### config.mk
export PLATFORM = sky130hd
export DESIGN_NAME = chan_rr_scheduler
export DESIGN_NICKNAME = d
export VERILOG_FILES = /design/src/rtl/sched_pkg.sv /design/src/rtl/rr_pick.sv /design/src/rtl/chan_rr_scheduler.sv
export SDC_FILE = /design/constraint.sdc
export NUM_CORES = 1
export LEC_CHECK = 0
export BUFFER_PORTS_ARGS = -buffer_cell sky130_fd_sc_hd__buf_2
export CAP_MARGIN = 30
export CORE_MARGIN = 5
export CORE_UTILIZATION = 38
export DETAILED_ROUTE_END_ITERATION = 6
export PLACE_DENSITY = 0.7
export SLEW_MARGIN = 20
export SYNTH_ARGS = -nofsm -noshare
export SYNTH_HDL_FRONTEND = slang
export SYNTH_HIERARCHICAL = 1
export SYNTH_SLANG_ARGS = --single-unit
export TNS_END_PERCENT = 5
### constraint.sdc
create_clock -name clk -period 4.9 [get_ports clk]
set_input_delay 0.98 -clock clk [delete_from_list [all_inputs] [get_ports clk]]
set_output_delay 0.98 -clock clk [all_outputs]
set_load 0.01 [all_outputs]
### src/rtl/sched_pkg.sv
// Shared types and constants for the channel round-robin scheduler.
package sched_pkg;

  typedef enum logic [1:0] {
    ST_IDLE  = 2'd0,
    ST_ISSUE = 2'd1,
    ST_HOLD  = 2'd2
  } sched_state_t;

  localparam int GCNT_W = 16;

  // Ceiling log2, never below 1 so single-entry ranges still get a bit.
  function automatic int idx_w(input int n);
    int r;
    r = 0;
    while ((1 << r) < n) r++;
    return (r < 1) ? 1 : r;
  endfunction

endpackage

### src/rtl/rr_pick.sv
// Rotating-priority picker: first set request strictly after ptr, wrapping at CHANNEL.
module rr_pick
  import sched_pkg::*;
#(
  parameter int CHANNEL = 5,
  localparam int IDX_W = idx_w(CHANNEL)
) (
  input  logic [CHANNEL-1:0] req,
  input  logic [IDX_W-1:0]   ptr,
  output logic [IDX_W-1:0]   win_idx,
  output logic               any
);

  int               c;
  logic [IDX_W-1:0] cand;

  // Offset 1..CHANNEL visits ptr last, so the previous winner gets lowest priority.
  always_comb begin
    win_idx = '0;
    any     = 1'b0;
    c       = 0;
    cand    = '0;
    for (int i = 1; i <= CHANNEL; i++) begin
      c    = (int'(ptr) + i) % CHANNEL;
      cand = IDX_W'(c);
      if (!any && req[cand]) begin
        any     = 1'b1;
        win_idx = cand;
      end
    end
  end

endmodule

### src/rtl/chan_rr_scheduler.sv
// Round-robin scheduler feeding one shared datapath through valid/ready,
// with a post-transfer hold window and a wrapping transfer counter.
module chan_rr_scheduler
  import sched_pkg::*;
#(
  parameter int WIDTH   = 32,
  parameter int CHANNEL = 5,
  parameter int HOLD    = 3,
  localparam int IDX_W  = idx_w(CHANNEL)
) (
  input  logic                     clk,
  input  logic                     rst,
  input  logic [CHANNEL-1:0]       req,
  input  logic [CHANNEL*WIDTH-1:0] req_data,
  output logic [CHANNEL-1:0]       gnt,
  output logic                     dp_valid,
  output logic [WIDTH-1:0]         dp_data,
  output logic [IDX_W-1:0]         dp_chan,
  input  logic                     dp_ready,
  output logic                     busy,
  output logic [GCNT_W-1:0]        grant_cnt
);

  localparam int HC_W = idx_w(HOLD);

  generate
    if (CHANNEL < 2 || CHANNEL > 16) begin : g_bad_channel
      $error("chan_rr_scheduler: CHANNEL must be in 2..16");
    end
    if (HOLD < 1) begin : g_bad_hold
      $error("chan_rr_scheduler: HOLD must be at least 1");
    end
  endgenerate

  sched_state_t     state;
  logic [IDX_W-1:0] ptr;
  logic [HC_W-1:0]  hcnt;
  logic [IDX_W-1:0] win_idx;
  logic             any;
  logic [WIDTH-1:0] chan_data [CHANNEL];

  for (genvar g = 0; g < CHANNEL; g++) begin : g_unpack
    assign chan_data[g] = req_data[g*WIDTH +: WIDTH];
  end

  rr_pick #(
    .CHANNEL (CHANNEL)
  ) u_pick (
    .req     (req),
    .ptr     (ptr),
    .win_idx (win_idx),
    .any     (any)
  );

  always_ff @(posedge clk or posedge rst) begin
    if (rst) begin
      state     <= ST_IDLE;
      ptr       <= IDX_W'(CHANNEL - 1);
      gnt       <= '0;
      dp_valid  <= 1'b0;
      dp_data   <= '0;
      dp_chan   <= '0;
      busy      <= 1'b0;
      grant_cnt <= '0;
      hcnt      <= '0;
    end else begin
      gnt <= '0;
      case (state)
        ST_IDLE: begin
          if (any) begin
            dp_data  <= chan_data[win_idx];
            dp_chan  <= win_idx;
            dp_valid <= 1'b1;
            gnt      <= CHANNEL'(1) << win_idx;
            ptr      <= win_idx;
            busy     <= 1'b1;
            state    <= ST_ISSUE;
          end
        end
        ST_ISSUE: begin
          if (dp_ready) begin
            dp_valid  <= 1'b0;
            grant_cnt <= grant_cnt + GCNT_W'(1);
            hcnt      <= HC_W'(HOLD - 1);
            state     <= ST_HOLD;
          end
        end
        ST_HOLD: begin
          // Counter runs HOLD-1 down to 0, so this state spans exactly HOLD cycles.
          if (hcnt == '0) begin
            busy  <= 1'b0;
            state <= ST_IDLE;
          end else begin
            hcnt <= hcnt - HC_W'(1);
          end
        end
        default: begin
          busy     <= 1'b0;
          dp_valid <= 1'b0;
          state    <= ST_IDLE;
        end
      endcase
    end
  end

endmodule

==> report_table.html, run 1 <==
<table>
<tr><th>Metric</th><th>Value</th></tr>
<tr><th colspan="2">Placed design</th></tr>
<tr><td>Post-placement setup slack</td><td>-0.00642 ns</td></tr>
<tr><td>Placed wire-length estimate after detailed placement</td><td>~14000 um</td></tr>
<tr><td>Number of input and output port buffers inserted</td><td>225</td></tr>
<tr><td>Final estimated routing congestion in global placement</td><td>~0.87</td></tr>
<tr><td>Cell area after placement</td><td>~6900 sq um</td></tr>
<tr><th colspan="2">Synth</th></tr>
<tr><td>Sequential area share after synthesis</td><td>around 29%</td></tr>
<tr><td>Count of flip-flops with a built-in enable after synthesis</td><td>0</td></tr>
<tr><td>Number of nets produced by synthesis</td><td>roughly 740</td></tr>
<tr><td>Post-synth top area cell</td><td>dfrtp_1</td></tr>
<tr><td>Top cell type's share of synthesized area</td><td>28.4%</td></tr>
<tr><td>Cell area after technology mapping</td><td>between 5000 and 6000 sq um</td></tr>
<tr><td>Leading post-synthesis cells by instance count</td><td>nor2_1, dfrtp_1, nand2_1</td></tr>
<tr><td>Unique cell type count in the Yosys netlist</td><td>75</td></tr>
<tr><td>Asr flop ratio synth</td><td>between 90% and 100%</td></tr>
<tr><td>Total of flip-flops plus latches after synthesis</td><td>63</td></tr>
<tr><td>Cell types with the largest area share after synthesis</td><td>dfrtp_1, mux4_2, a221oi_2, ha_1, nor2_1</td></tr>
<tr><td>Syn. warnings</td><td>6</td></tr>
<tr><td>Synthesized netlist cell count</td><td>roughly 540</td></tr>
<tr><td>Most frequent cell after synthesis</td><td>nor2_1</td></tr>
<tr><td>Synthesized area divided by synthesized cell count</td><td>slightly above 10 sq um</td></tr>
<tr><td>Main flop type after synthesis</td><td>dfrtp_1</td></tr>
<tr><th colspan="2">Route</th></tr>
<tr><td>DR vias/cell</td><td>between 5 and 6</td></tr>
<tr><td>Wirelength per Cell</td><td>18.6 um</td></tr>
<tr><td>Drt first-iter violations</td><td>~330</td></tr>
<tr><td>Drt first pass iters</td><td>5</td></tr>
<tr><td>Final Routed Wirelength</td><td>about 18000 um</td></tr>
<tr><td>DRC</td><td>0</td></tr>
<tr><td>Final antenna-violating net count</td><td>0</td></tr>
<tr><td>Via count</td><td>5311</td></tr>
<tr><th colspan="2">Final layout</th></tr>
<tr><td>Final nets</td><td>slightly below 1000</td></tr>
<tr><td>Total non-filler cell area in the finished layout</td><td>7440 sq um</td></tr>
<tr><td>Number of fill cells in the layout</td><td>between 1000 and 1500</td></tr>
<tr><td>ANT cells</td><td>0</td></tr>
<tr><td>Fin util</td><td>approximately 53%</td></tr>
<tr><td>Share of post-route cells with drive strength above 1</td><td>50.8%</td></tr>
<tr><td>Area growth from synthesis to final layout</td><td>36.1%</td></tr>
<tr><th colspan="2">Setup path</th></tr>
<tr><td>Kind of critical path</td><td>reg -&gt; reg</td></tr>
<tr><td>Start point of the critical path</td><td>ptr[2]$_DFFE_PP1P_</td></tr>
<tr><td>Category of the worst setup path launch point</td><td>register</td></tr>
<tr><td>Reg-to-reg setup timing slack</td><td>0.24 ns</td></tr>
<tr><td>Reg-to-reg startpoint</td><td>ptr[2]$_DFFE_PP1P_</td></tr>
<tr><td>Biggest fanout along the worst timing path</td><td>7</td></tr>
<tr><td>Arrival time of data at the critical path endpoint</td><td>4.87 ns</td></tr>
<tr><td>Endpoint type of the worst setup path</td><td>register</td></tr>
<tr><td>Required time at the endpoint of the critical path</td><td>just over 5 ns</td></tr>
<tr><th colspan="2">Floorplanning</th></tr>
<tr><td>Count of standard-cell rows</td><td>43</td></tr>
<tr><td>Core Region</td><td>~14000 sq um</td></tr>
<tr><td>Total I/O pin count</td><td>between 200 and 250</td></tr>
<tr><td>Overall die area</td><td>16900 sq um</td></tr>
<tr><td>Die width</td><td>~130 um</td></tr>
<tr><td>Die outline height</td><td>130 um</td></tr>
<tr><td>Initial Util</td><td>39.1%</td></tr>
<tr><th colspan="2">Timing</th></tr>
<tr><td>Final Slew Violations</td><td>0</td></tr>
<tr><td>Post-route minimum period</td><td>roughly 4.7 ns</td></tr>
<tr><td>Maximum operating frequency</td><td>around 210 MHz</td></tr>
<tr><td>Final Hold Vio Count</td><td>0</td></tr>
<tr><td>Fin Hold WS</td><td>0.475 ns</td></tr>
<tr><td>Post-route clock skew</td><td>0.00486 ns</td></tr>
<tr><td>Transition at the pin with the smallest max-transition slack</td><td>about 0.6 ns</td></tr>
<tr><td>Setup WS post-layout</td><td>approximately 0.24 ns</td></tr>
<tr><td>Part of the cycle the worst path needs</td><td>between 90% and 100%</td></tr>
<tr><td>Total of endpoints with negative setup slack in the final report</td><td>0</td></tr>
<tr><td>Normalized max-slew margin</td><td>59.4%</td></tr>
<tr><th colspan="2">Clocking</th></tr>
<tr><td>Root cell of the clock tree</td><td>clkbuf_16</td></tr>
<tr><td>Count of hold-fix buffers inserted at cts</td><td>0</td></tr>
<tr><td>Clock Path Buffers</td><td>2</td></tr>
<tr><td>CTS H-tree lvls</td><td>3</td></tr>
<tr><td>Clock latency on the worst-skew pair</td><td>about 0.32 ns</td></tr>
<tr><td>Number of clock buffers inserted by TritonCTS</td><td>9</td></tr>
<tr><td>TritonCTS clock tree</td><td>done</td></tr>
<tr><td>Register clock-pin slew on the reported worst setup and hold paths</td><td>~0.050 ns</td></tr>
<tr><td># clock sinks</td><td>63</td></tr>
<tr><th colspan="2">Global route</th></tr>
<tr><td>Vias in the first global route</td><td>between 5000 and 6000</td></tr>
<tr><td>Total track usage</td><td>between 10% and 20%</td></tr>
<tr><td>Remaining Overflow, GRT</td><td>0</td></tr>
<tr><td>Number of antenna violations at the first check in global routing</td><td>0</td></tr>
<tr><td>Global-route wire length before repair</td><td>26200 um</td></tr>
<tr><td>Pin count of the biggest net entering global routing</td><td>between 40 and 50</td></tr>
<tr><th colspan="2">Hold path</th></tr>
<tr><td>Worst hold path type</td><td>reg -&gt; reg</td></tr>
<tr><td>Worst Hold Launch</td><td>grant_cnt[15]$_DFFE_PP0P_</td></tr>
<tr><th colspan="2">Outcome</th></tr>
<tr><td>Result of the run</td><td>finished, final reports clean</td></tr>
<tr><th colspan="2">Flow run</th></tr>
<tr><td>Reported max-cap violation count</td><td>0</td></tr>
</table>
## flip-flops by register name, indices dropped and copies added (netlist names)
signal / flops
hcnt: 2
state: 2
ptr: 1
dp_data: 32
gnt: 5
grant_cnt: 16
dp_chan: 3
dp_valid: 1
busy: 1
## worst max-delay path: stages, from the launching register on
cell       delay [ns]
dfstp_2          0.57
inv_2            0.08
ha_4             0.22
o21a_1           0.21
a21oi_2          0.16
xnor2_2          0.11
ha_2             0.19
fa_1             0.35
nand3b_1         0.11
a21o_1           0.15
xnor2_2          0.14
mux2_4           0.33
o2bb2a_4         0.22
and3_4           0.18
o2111ai_1        0.11
o211ai_1         0.14
buf_6            0.22
buf_12           0.15
mux4_1           0.59
a221oi_2         0.24
nor2_1           0.07
## cells in the final DEF (no fill, tap or decap), types with 3 or more instances in the layout
cell type,instances
nand3_1,12
o21ai_0,15
buf_4,24
xnor2_2,6
o21a_1,5
o211ai_1,4
mux4_2,29
dfrtp_1,62
clkbuf_16,11
mux2_2,3
buf_12,7
buf_2,225
xnor2_1,11
inv_2,7
nor4_1,3
nand3b_1,5
mux2i_1,3
ha_1,21
mux4_1,5
nor2_1,89
nor2b_1,3
ha_2,5
a211oi_1,5
a21oi_2,3
nand2_1,40
nor3_1,7
clkinv_2,3
xor2_1,8
nand2b_1,6
inv_1,17
a21oi_1,16
a221oi_2,32
nand4_1,5
and3_1,8
## worst paths after layout
path | end | cells past startpoint
max | dp_data[5]$_DFFE_PP0P_ | 20
min reg2reg | grant_cnt[15]$_DFFE_PP0P_ | 1
min in group asynchronous | grant_cnt[14]$_DFFE_PP0P_ | 2
max in group asynchronous | ptr[2]$_DFFE_PP1P_ | 3
max reg2reg | dp_data[5]$_DFFE_PP0P_ | 20
min | grant_cnt[15]$_DFFE_PP0P_ | 1
## routing by layer
metal  up-vias  wire length, um  part of all wire [%]  global-route usage, %
met2       186             9180                    52                   33.3
met5         -                0                     0                      0
met3        32             1220                   6.9                   4.95
met1      2590             7060                    40                   24.3
li1       2503                -                     -                      -
met4         0              361                   2.0                   5.87
## metrics by stage
step | TNS, ns | cells
after floorplan | 0 | 542
after global placement | 0 | 939
after detailed placement | -0.0119 | 939
after CTS | 0 | 956
after global routing | -0.0811 | 960
final | 0 | 960
## cell type report
class,count,area (sq um),share of cell area [%]
Multi-Input combinational cell,414,3730,50.1
Sequential cell,63,1580,21.2
Tap cell,180,225,3.03
Inverter,26,104,1.39
Timing Repair Buffer,261,1530,20.6
Clock buffer,13,260,3.50
Clock inverter,3,17.5,0.235
## kinds of logic after synthesis
family,count (synthesis),share of synthesized area [%]
AOI/OAI and AO/OA,113,19.0
adders and majority gates,29,6.77
DFF,63,28.8
and+or+nand+nor,204,18.3
muxes,42,16.0
buffers and inverters,65,6.45
xor gates and xnor gates,26,4.64
## repair_timing
item / in CTS / in global routing
setup endpoints to repair: 3 / 33
gates resized for setup: 0 / 41
gates cloned: 0 / 2
setup buffers: 1 / 2
pin swaps: 0 / 9
Power of run 1 is not shown: default switching activity piles up to over one toggle a cycle in this logic, so the estimate is an artifact.
==> run 2, diff against run 1 <==
==> constraint.sdc (replaced) <==
create_clock -name clk -period 4.16 [get_ports clk]
set_input_delay 0.832 -clock clk [delete_from_list [all_inputs] [get_ports clk]]
set_output_delay 0.832 -clock clk [all_outputs]
set_load 0.01 [all_outputs]
==> run 2 against run 1 <==
Net effect:
- critical path depth increased by 2
- the flow now finishes with violations (setup timing)
- critical endpoint is now dp_data[1]$_DFFE_PP0P_
- wire length down 1.3%
- clock-buffer cell count decreased by 3
- sequential share of layout area shrank 1.3 points
- register-to-register slack got worse by 0.73 ns
- highest routed layer unchanged
==> report_table.html, run 2 (synthesis results as in run 1) <==
<table>
<tr><th>Metric</th><th>Value</th></tr>
<tr><th colspan="2">Clocking</th></tr>
<tr><td># clock sinks</td><td>63</td></tr>
<tr><td>Root cell of the clock tree</td><td>clkbuf_16</td></tr>
<tr><td>Clock latency on the worst-skew pair</td><td>between 0.3 and 0.4 ns</td></tr>
<tr><td>Number of clock buffers inserted by TritonCTS</td><td>9</td></tr>
<tr><td>Clock Path Buffers</td><td>2</td></tr>
<tr><td>CTS H-tree lvls</td><td>3</td></tr>
<tr><td>Register clock-pin slew on the reported worst setup and hold paths</td><td>~0.06 ns</td></tr>
<tr><td>TritonCTS clock tree</td><td>done</td></tr>
<tr><th colspan="2">Flow run</th></tr>
<tr><td>Reported max-cap violation count</td><td>0</td></tr>
<tr><th colspan="2">Route</th></tr>
<tr><td>Final Routed Wirelength</td><td>17600 um</td></tr>
<tr><td>DRC</td><td>0</td></tr>
<tr><td>Drt first-iter violations</td><td>roughly 300</td></tr>
<tr><td>Wirelength per Cell</td><td>approximately 17 um</td></tr>
<tr><td>DR vias/cell</td><td>roughly 5.3</td></tr>
<tr><td>Final antenna-violating net count</td><td>0</td></tr>
<tr><td>Via count</td><td>roughly 5400</td></tr>
<tr><td>Drt first pass iters</td><td>4</td></tr>
<tr><th colspan="2">Timing</th></tr>
<tr><td>Normalized max-slew margin</td><td>approximately two thirds</td></tr>
<tr><td>Maximum operating frequency</td><td>between 200 and 250 MHz</td></tr>
<tr><td>Post-route clock skew</td><td>about 0.0064 ns</td></tr>
<tr><td>Final Hold Vio Count</td><td>0</td></tr>
<tr><td>Setup WS post-layout</td><td>-0.487 ns</td></tr>
<tr><td>Part of the cycle the worst path needs</td><td>112%</td></tr>
<tr><td>Transition at the pin with the smallest max-transition slack</td><td>0.482 ns</td></tr>
<tr><td>Final Slew Violations</td><td>0</td></tr>
<tr><td>Post-route minimum period</td><td>4.65 ns</td></tr>
<tr><td>Fin Hold WS</td><td>0.464 ns</td></tr>
<tr><td>Total of endpoints with negative setup slack in the final report</td><td>between 40 and 50</td></tr>
<tr><td>Setup repair after global routing missed its margin</td><td>true</td></tr>
<tr><th colspan="2">Setup path</th></tr>
<tr><td>Cells along the critical path</td><td>inv_6, ha_4, o21a_1, a21oi_2, xnor2_2, ha_2, fa_2, nand3b_1, a21o_1, xnor2_2, mux2_4, o2bb2a_4, buf_4, nand2_1, a211oi_2, o211ai_1, buf_4, buf_12, buf_12, mux4_2, a221oi_2, nor2_1</td></tr>
<tr><td>Reg2reg path depth</td><td>22</td></tr>
<tr><td>Biggest fanout along the worst timing path</td><td>11</td></tr>
<tr><td>Critical Path Slowest Stage Cell</td><td>dfstp_2</td></tr>
<tr><td>Delay contributed by the slowest stage of the critical path</td><td>around 0.64 ns</td></tr>
<tr><td>Endpoint type of the worst setup path</td><td>register</td></tr>
<tr><td>Cell type group with the largest total delay on the critical path</td><td>compound AO/OA/AOI/OAI gates</td></tr>
<tr><td>Reg-to-reg setup timing slack</td><td>-0.49 ns</td></tr>
<tr><td>Crit path depth</td><td>22</td></tr>
<tr><td>Category of the worst setup path launch point</td><td>register</td></tr>
<tr><td>Crit path buf inv count</td><td>5</td></tr>
<tr><td>Reg-to-reg startpoint</td><td>ptr[2]$_DFFE_PP1P_</td></tr>
<tr><td>Kind of critical path</td><td>reg -&gt; reg</td></tr>
<tr><td>Arrival time of data at the critical path endpoint</td><td>4.86 ns</td></tr>
<tr><td>Required time at the endpoint of the critical path</td><td>~4.4 ns</td></tr>
<tr><td>End of the worst register-to-register path</td><td>dp_data[1]$_DFFE_PP0P_</td></tr>
<tr><th colspan="2">Floorplanning</th></tr>
<tr><td>Die outline height</td><td>approximately 130 um</td></tr>
<tr><td>Die width</td><td>between 100 and 150 um</td></tr>
<tr><td>Core Region</td><td>roughly 14000 sq um</td></tr>
<tr><td>Count of standard-cell rows</td><td>43</td></tr>
<tr><td>Initial Util</td><td>39.1%</td></tr>
<tr><td>Total I/O pin count</td><td>approximately 230</td></tr>
<tr><td>Overall die area</td><td>~17000 sq um</td></tr>
<tr><th colspan="2">Global route</th></tr>
<tr><td>Number of antenna violations at the first check in global routing</td><td>0</td></tr>
<tr><td>Highest-utilization routing layer at the global route stage</td><td>met2</td></tr>
<tr><td>Pin count of the biggest net entering global routing</td><td>42</td></tr>
<tr><td>Grt met2 use</td><td>35.2%</td></tr>
<tr><td>Met3 Track Usage GR</td><td>under 10%</td></tr>
<tr><td>Global-route wire length before repair</td><td>about 28000 um</td></tr>
<tr><td>GR Layer Usage met1</td><td>approximately 25%</td></tr>
<tr><td>Remaining Overflow, GRT</td><td>0</td></tr>
<tr><td>Vias in the first global route</td><td>5681</td></tr>
<tr><td>Total track usage</td><td>approximately a fifth</td></tr>
<tr><th colspan="2">Final layout</th></tr>
<tr><td>Largest registers</td><td>dp_data: 32 flops, grant_cnt: 16 flops, gnt: 5 flops</td></tr>
<tr><td>Flip-flop count of the largest register after layout</td><td>32</td></tr>
<tr><td>ANT cells</td><td>0</td></tr>
<tr><td>Largest register by flop count</td><td>dp_data</td></tr>
<tr><td>Share of post-route cells with drive strength above 1</td><td>between 50% and 60%</td></tr>
<tr><td>Area growth from synthesis to final layout</td><td>44.8%</td></tr>
<tr><td>Most common cell after layout, fill and taps aside</td><td>buf_2</td></tr>
<tr><td>Most frequent cells in the layout</td><td>buf_2, nor2_1, buf_4, dfrtp_1, nand2_1</td></tr>
<tr><td>Final nets</td><td>approximately 1000</td></tr>
<tr><th colspan="2">Placed design</th></tr>
<tr><td>Placed wire-length estimate after detailed placement</td><td>about 14000 um</td></tr>
<tr><td>Number of input and output port buffers inserted</td><td>approximately 230</td></tr>
<tr><td>Final estimated routing congestion in global placement</td><td>~0.85</td></tr>
<tr><th colspan="2">Outcome</th></tr>
<tr><td>Violated checks</td><td>setup timing</td></tr>
<tr><td>Result of the run</td><td>finished, violations left</td></tr>
<tr><th colspan="2">Hold path</th></tr>
<tr><td>Worst hold path type</td><td>in -&gt; async</td></tr>
</table>
-- run 2: cell types whose count changed in the layout (fill, tap and decap cells not counted), sizes merged --
| cell | before | now |
|---|---|---|
| clkbuf | 15 | 10 |
| buf | 259 | 321 |
| clkinv | 4 | 3 |
| clkinvlp | 1 | 3 |
| bufinv | 0 | 2 |
-- run 2: cell type report --
cell class                      count  area (sq um)
Fill cell                        1244          6070
Multi-Input combinational cell    414          3700
Timing Repair Buffer              321          1970
Sequential cell                    63          1580
Clock buffer                       10           239
Tap cell                          180           225
Inverter                           26           113
Clock inverter                      6          92.6
-- run 2: per-stage QoR --
step	instances	instance area, sq um	util [%]	setup TNS [ns]	worst slack [ns]
after floorplan	542	5560	-	-14.66	-0.494
after global routing	1020	7920	56.6	-24.74	-0.759
after global placement	991	7390	52.8	-16.11	-0.515
after CTS	1019	7880	56.3	-13.51	-0.457
after detailed placement	992	7410	53.0	-20.69	-0.647
final	1020	7920	56.6	-14.78	-0.487
-- run 2: what timing repair did --
item / CTS / global route
resized for setup: 12 / 6
setup buffers: 11 / 1
endpoints found under the setup margin: 42 / 42
hold buffers: 0 / 0
pin swaps: 12 / 1
-- run 2: metal layers --
metal | vias up | share of wire (%)
met5 | - | 0
met4 | 0 | 2.4
met3 | 34 | 6.3
met2 | 196 | 52
met1 | 2606 | 40
li1 | 2604 | -
-- run 2: worst register-to-register path, stage by stage (launching register included) --
cell and delay (ns):
dfstp_2 0.64, inv_6 0.05, ha_4 0.21, o21a_1 0.20
a21oi_2 0.15, xnor2_2 0.09, ha_2 0.19, fa_2 0.32
nand3b_1 0.15, a21o_1 0.19, xnor2_2 0.15, mux2_4 0.34
o2bb2a_4 0.21, buf_4 0.11, nand2_1 0.08, a211oi_2 0.17
o211ai_1 0.12, buf_4 0.17, buf_12 0.15, buf_12 0.14
mux4_2 0.42, a221oi_2 0.24, nor2_1 0.07
-- run 2: worst max path at each step --
stage,startpoint,end
floorplan,ptr[2]$_DFFE_PP1P_,dp_data[13]$_DFFE_PP0P_
global placement,ptr[2]$_DFFE_PP1P_,dp_data[23]$_DFFE_PP0P_
detailed placement,dp_chan[0]$_DFFE_PP0P_,dp_data[2]$_DFFE_PP0P_
CTS,ptr[2]$_DFFE_PP1P_,dp_data[1]$_DFFE_PP0P_
global route,ptr[2]$_DFFE_PP1P_,dp_data[1]$_DFFE_PP0P_
finish,ptr[2]$_DFFE_PP1P_,dp_data[1]$_DFFE_PP0P_
Power of run 2 is left out for the same reason.
==> run 3, diff against run 2 <==
--- a/config.mk
+++ b/config.mk
@@ -5,12 +5,13 @@
 export SDC_FILE = /design/constraint.sdc
 export NUM_CORES = 1
 export LEC_CHECK = 0
+export ABC_AREA = 1
 export BUFFER_PORTS_ARGS = -buffer_cell sky130_fd_sc_hd__buf_2
 export CAP_MARGIN = 30
 export CORE_MARGIN = 5
 export CORE_UTILIZATION = 38
 export DETAILED_ROUTE_END_ITERATION = 6
-export PLACE_DENSITY = 0.7
+export PLACE_DENSITY = 0.71
 export SLEW_MARGIN = 20
 export SYNTH_ARGS = -nofsm -noshare
 export SYNTH_HDL_FRONTEND = slang
==> run 3 against run 2 <==
Net effect:
- the flow still finishes with violations (setup timing)
- global-route usage is 1.7 points higher
- sequential share of layout area is 0.98 points higher
- sequential cell count stayed put
- non-clock buffer count is 42 lower
- synthesized cell count is 42% higher
- setup slack better by 0.48 ns
- clock skew is 0.00076 ns lower
- critical path type unchanged
- largest cell class unchanged
==> report_table.html, run 3 <==
<table>
<tr><th>Metric</th><th>Value</th></tr>
<tr><th colspan="2">Synth</th></tr>
<tr><td>Cell area after technology mapping</td><td>5210 sq um</td></tr>
<tr><td>Total of flip-flops plus latches after synthesis</td><td>between 60 and 70</td></tr>
<tr><td>Complex-gate fraction of the synthesized area</td><td>under 10%</td></tr>
<tr><td>Post-synth top area cell</td><td>dfrtp_1</td></tr>
<tr><td>Xor-xnor portion of the synthesized cell area</td><td>between 3 and 4%</td></tr>
<tr><td>Multiplexer area fraction after synthesis</td><td>0%</td></tr>
<tr><td>Most frequent cell after synthesis</td><td>nand2_1</td></tr>
<tr><td>Unique cell type count in the Yosys netlist</td><td>42</td></tr>
<tr><td>Main flop type after synthesis</td><td>dfrtp_1</td></tr>
<tr><td>Adder-cell share of the synthesized area</td><td>between 7 and 8%</td></tr>
<tr><td>Synthesized area divided by synthesized cell count</td><td>between 6 and 7 sq um</td></tr>
<tr><td>Top cell type's share of synthesized area</td><td>~30%</td></tr>
<tr><td>Synthesized netlist cell count</td><td>between 700 and 800</td></tr>
<tr><td>Count of flip-flops with a built-in enable after synthesis</td><td>0</td></tr>
<tr><td>Number of nets produced by synthesis</td><td>around 970</td></tr>
<tr><td>Leading post-synthesis cells by instance count</td><td>nand2_1, nand3_1, inv_1</td></tr>
<tr><td>Simple-gate portion of the synthesized area</td><td>between 40% and 50%</td></tr>
<tr><td>Syn. warnings</td><td>6</td></tr>
<tr><td>Cell types with the largest area share after synthesis</td><td>dfrtp_1, nand2_1, nand3_1, ha_1, inv_1</td></tr>
<tr><td>Asr flop ratio synth</td><td>between 90% and 100%</td></tr>
<tr><td>Sequential area share after synthesis</td><td>a little under a third</td></tr>
<tr><td>Largest family of logic cells by synthesized area</td><td>simple AND/OR/NAND/NOR gates</td></tr>
<tr><th colspan="2">Clocking</th></tr>
<tr><td>TritonCTS clock tree</td><td>done</td></tr>
<tr><td>Clock Path Buffers</td><td>2</td></tr>
<tr><td>Count of hold-fix buffers inserted at cts</td><td>0</td></tr>
<tr><td># clock sinks</td><td>63</td></tr>
<tr><td>CTS H-tree lvls</td><td>3</td></tr>
<tr><td>Register clock-pin slew on the reported worst setup and hold paths</td><td>approximately 0.060 ns</td></tr>
<tr><td>Root cell of the clock tree</td><td>clkbuf_16</td></tr>
<tr><td>Clock latency on the worst-skew pair</td><td>roughly 0.34 ns</td></tr>
<tr><td>Number of clock buffers inserted by TritonCTS</td><td>9</td></tr>
<tr><th colspan="2">Global route</th></tr>
<tr><td>Pin count of the biggest net entering global routing</td><td>38</td></tr>
<tr><td>Highest-utilization routing layer at the global route stage</td><td>met2</td></tr>
<tr><td>Global-route wire length before repair</td><td>between 20000 and 30000 um</td></tr>
<tr><td>Remaining Overflow, GRT</td><td>0</td></tr>
<tr><td>Number of antenna violations at the first check in global routing</td><td>3</td></tr>
<tr><td>Grt met2 use</td><td>37.6%</td></tr>
<tr><td>GR Layer Usage met1</td><td>a little over a quarter</td></tr>
<tr><td>Total track usage</td><td>between 20% and 30%</td></tr>
<tr><td>Vias in the first global route</td><td>5776</td></tr>
<tr><td>Met3 Track Usage GR</td><td>roughly 4.8%</td></tr>
<tr><th colspan="2">Route</th></tr>
<tr><td>DRC</td><td>0</td></tr>
<tr><td>Wirelength per Cell</td><td>around 16 um</td></tr>
<tr><td>Drt first pass iters</td><td>7</td></tr>
<tr><td>DR vias/cell</td><td>a little over 5</td></tr>
<tr><td>Drt first-iter violations</td><td>~400</td></tr>
<tr><td>Final Routed Wirelength</td><td>19700 um</td></tr>
<tr><td>Via count</td><td>a little over 6000</td></tr>
<tr><td>Final antenna-violating net count</td><td>0</td></tr>
<tr><th colspan="2">Final layout</th></tr>
<tr><td>Final nets</td><td>~1200</td></tr>
<tr><td>Area taken by flip-flops and latches</td><td>about 1600 sq um</td></tr>
<tr><td>Largest registers</td><td>dp_data: 32 flops, grant_cnt: 16 flops, gnt: 5 flops</td></tr>
<tr><td>Share of post-route cells with drive strength above 1</td><td>between 30% and 40%</td></tr>
<tr><td>Area growth from synthesis to final layout</td><td>45.2%</td></tr>
<tr><td>Largest register by flop count</td><td>dp_data</td></tr>
<tr><td>Most frequent cells in the layout</td><td>nand2_1, buf_2, nand3_1, inv_1, dfrtp_1</td></tr>
<tr><td>Most common cell after layout, fill and taps aside</td><td>nand2_1</td></tr>
<tr><td>Number of fill cells in the layout</td><td>1312</td></tr>
<tr><td>Number of non-filler instances in the completed layout</td><td>approximately 1200</td></tr>
<tr><td>Flip-flop count of the largest register after layout</td><td>32</td></tr>
<tr><td>Multi-input gate area in the final layout</td><td>~3400 sq um</td></tr>
<tr><th colspan="2">Setup path</th></tr>
<tr><td>Biggest fanout along the worst timing path</td><td>6</td></tr>
<tr><td>Cell type group with the largest total delay on the critical path</td><td>simple AND/OR/NAND/NOR gates</td></tr>
<tr><td>Critical Path Slowest Stage Cell</td><td>dfstp_2</td></tr>
<tr><td>Cells along the critical path</td><td>inv_4, ha_4, nor2_2, nor2_1, a21oi_2, xor2_2, ha_2, fa_2, nand4_1, nand2_2, buf_4, nor3_4, o21ai_2, nand3_2, nor2_4, nand4_1, nand3_4, buf_4, nor2_4, nand2_2, nor2_4, clkbuf_16, a22oi_1, nand2_1</td></tr>
<tr><td>Required time at the endpoint of the critical path</td><td>~4.4 ns</td></tr>
<tr><td>Arrival time of data at the critical path endpoint</td><td>between 4 and 5 ns</td></tr>
<tr><td>Reg2reg path depth</td><td>24</td></tr>
<tr><td>Delay contributed by the slowest stage of the critical path</td><td>0.56 ns</td></tr>
<tr><td>Crit path depth</td><td>24</td></tr>
<tr><td>Crit path buf inv count</td><td>4</td></tr>
<tr><td>Kind of critical path</td><td>reg -&gt; reg</td></tr>
<tr><td>Endpoint type of the worst setup path</td><td>register</td></tr>
<tr><td>Dominant cell type by count on the critical path</td><td>nor2_4</td></tr>
<tr><td>Category of the worst setup path launch point</td><td>register</td></tr>
<tr><th colspan="2">Placed design</th></tr>
<tr><td>Placed cell count</td><td>approximately 1200</td></tr>
<tr><td>Number of input and output port buffers inserted</td><td>~230</td></tr>
<tr><td>Placed wire-length estimate after detailed placement</td><td>14500 um</td></tr>
<tr><td>Final estimated routing congestion in global placement</td><td>a little over 0.9</td></tr>
<tr><th colspan="2">Timing</th></tr>
<tr><td>Setup WS post-layout</td><td>-0.00481 ns</td></tr>
<tr><td>Maximum operating frequency</td><td>roughly 240 MHz</td></tr>
<tr><td>Setup repair after global routing missed its margin</td><td>true</td></tr>
<tr><td>Normalized max-slew margin</td><td>approximately 44%</td></tr>
<tr><td>Fin Hold WS</td><td>a little under 0.5 ns</td></tr>
<tr><td>Total of endpoints with negative setup slack in the final report</td><td>1</td></tr>
<tr><td>Final Slew Violations</td><td>0</td></tr>
<tr><td>Final Hold Vio Count</td><td>0</td></tr>
<tr><td>Post-route clock skew</td><td>about 0.0056 ns</td></tr>
<tr><td>Part of the cycle the worst path needs</td><td>100%</td></tr>
<tr><td>Transition at the pin with the smallest max-transition slack</td><td>around 0.83 ns</td></tr>
<tr><td>Post-route minimum period</td><td>approximately 4.2 ns</td></tr>
<tr><th colspan="2">Floorplanning</th></tr>
<tr><td>Total I/O pin count</td><td>between 200 and 250</td></tr>
<tr><td>Overall die area</td><td>approximately 16000 sq um</td></tr>
<tr><td>Die width</td><td>~130 um</td></tr>
<tr><td>Core Region</td><td>between 10000 and 15000 sq um</td></tr>
<tr><td>Count of standard-cell rows</td><td>42</td></tr>
<tr><td>Die outline height</td><td>between 100 and 150 um</td></tr>
<tr><td>Initial Util</td><td>39.0%</td></tr>
<tr><th colspan="2">Outcome</th></tr>
<tr><td>Violated checks</td><td>setup timing</td></tr>
<tr><td>Result of the run</td><td>finished, violations left</td></tr>
<tr><th colspan="2">Hold path</th></tr>
<tr><td>Worst hold path type</td><td>reg -&gt; reg</td></tr>
<tr><td>Cell depth of the worst min-delay path</td><td>2</td></tr>
<tr><th colspan="2">Flow run</th></tr>
<tr><td>Reported max-cap violation count</td><td>0</td></tr>
</table>
-- run 3: cell count changes after synthesis, sizes merged, moves of 29 or more --
cell    previous run  this run
nand3             12        83
a22oi              1        30
mux4              34         0
a221oi            33         0
nand2             42       317
inv               24        75
nor2              90        46
-- run 3: final timing paths --
path | end | slack [ns] | startpoint
worst max-delay path | dp_data[6]$_DFFE_PP0P_ | -0.005 | ptr[2]$_DFFE_PP1P_
worst min-delay path | dp_data[13]$_DFFE_PP0P_ | 0.49 | dp_data[13]$_DFFE_PP0P_
worst max register to register | dp_data[6]$_DFFE_PP0P_ | -0.005 | ptr[2]$_DFFE_PP1P_
worst min register to register | dp_data[13]$_DFFE_PP0P_ | 0.49 | dp_data[13]$_DFFE_PP0P_
max in group asynchronous | dp_chan[0]$_DFFE_PP0P_ | 2.60 | rst
min in group asynchronous | dp_data[8]$_DFFE_PP0P_ | 0.66 | rst
-- run 3: through the flow --
| stage | utilization [%] | instance area, sq um | TNS (ns) | worst slack (ns) |
|---|---|---|---|---|
| after floorplan | - | 5210 | 0 | 0.0601 |
| after global placement | 50.2 | 6700 | 0 | 0.0313 |
| after detailed placement | 50.2 | 6700 | -0.946 | -0.105 |
| after CTS | 52.8 | 7050 | 0 | 0.0106 |
| after global routing | 56.6 | 7560 | -7.59 | -0.299 |
| final | 56.6 | 7560 | -0.00481 | -0.00481 |
-- run 3: kinds of logic (layout without fill, tap and decap cells) --
group           after synthesis  after routing
flops                        63             63
simple gates                493            493
buf+inv                     107            373
xor+xnor                     17             17
other cells                   0              3
fa+ha+maj                    29             29
compound gates               61             61
-- run 3: cell type report --
type | instances | share of cell area (%)
diodes | 3 | 0.0993
multi-input cells | 600 | 44.7
clock inverters | 7 | 0.977
flip-flops and latches | 63 | 20.9
repair buffers | 279 | 23.4
well taps | 176 | 2.91
inverters | 78 | 4.04
clock buffers | 9 | 2.98
-- run 3: what timing repair did --
action | in CTS | in global routing
cloned | 0 | 8
gates resized for setup | 4 | 51
pin swaps | 1 | 17
setup buffers | 3 | 14
setup endpoints to repair | 33 | 44
-- run 3: tightest hold or removal path, stage by stage (launching register included) --
cell     delay [ns]
dfrtp_1        0.34
nand2_1        0.05
nand3_1        0.07
-- run 3: routing by layer --
metal	up-vias	part of all wire, %
met5	-	0
met4	0	3.1
li1	3028	-
met1	2878	40
met3	47	6.7
met2	267	50
Power of run 3 is left out for the same reason.
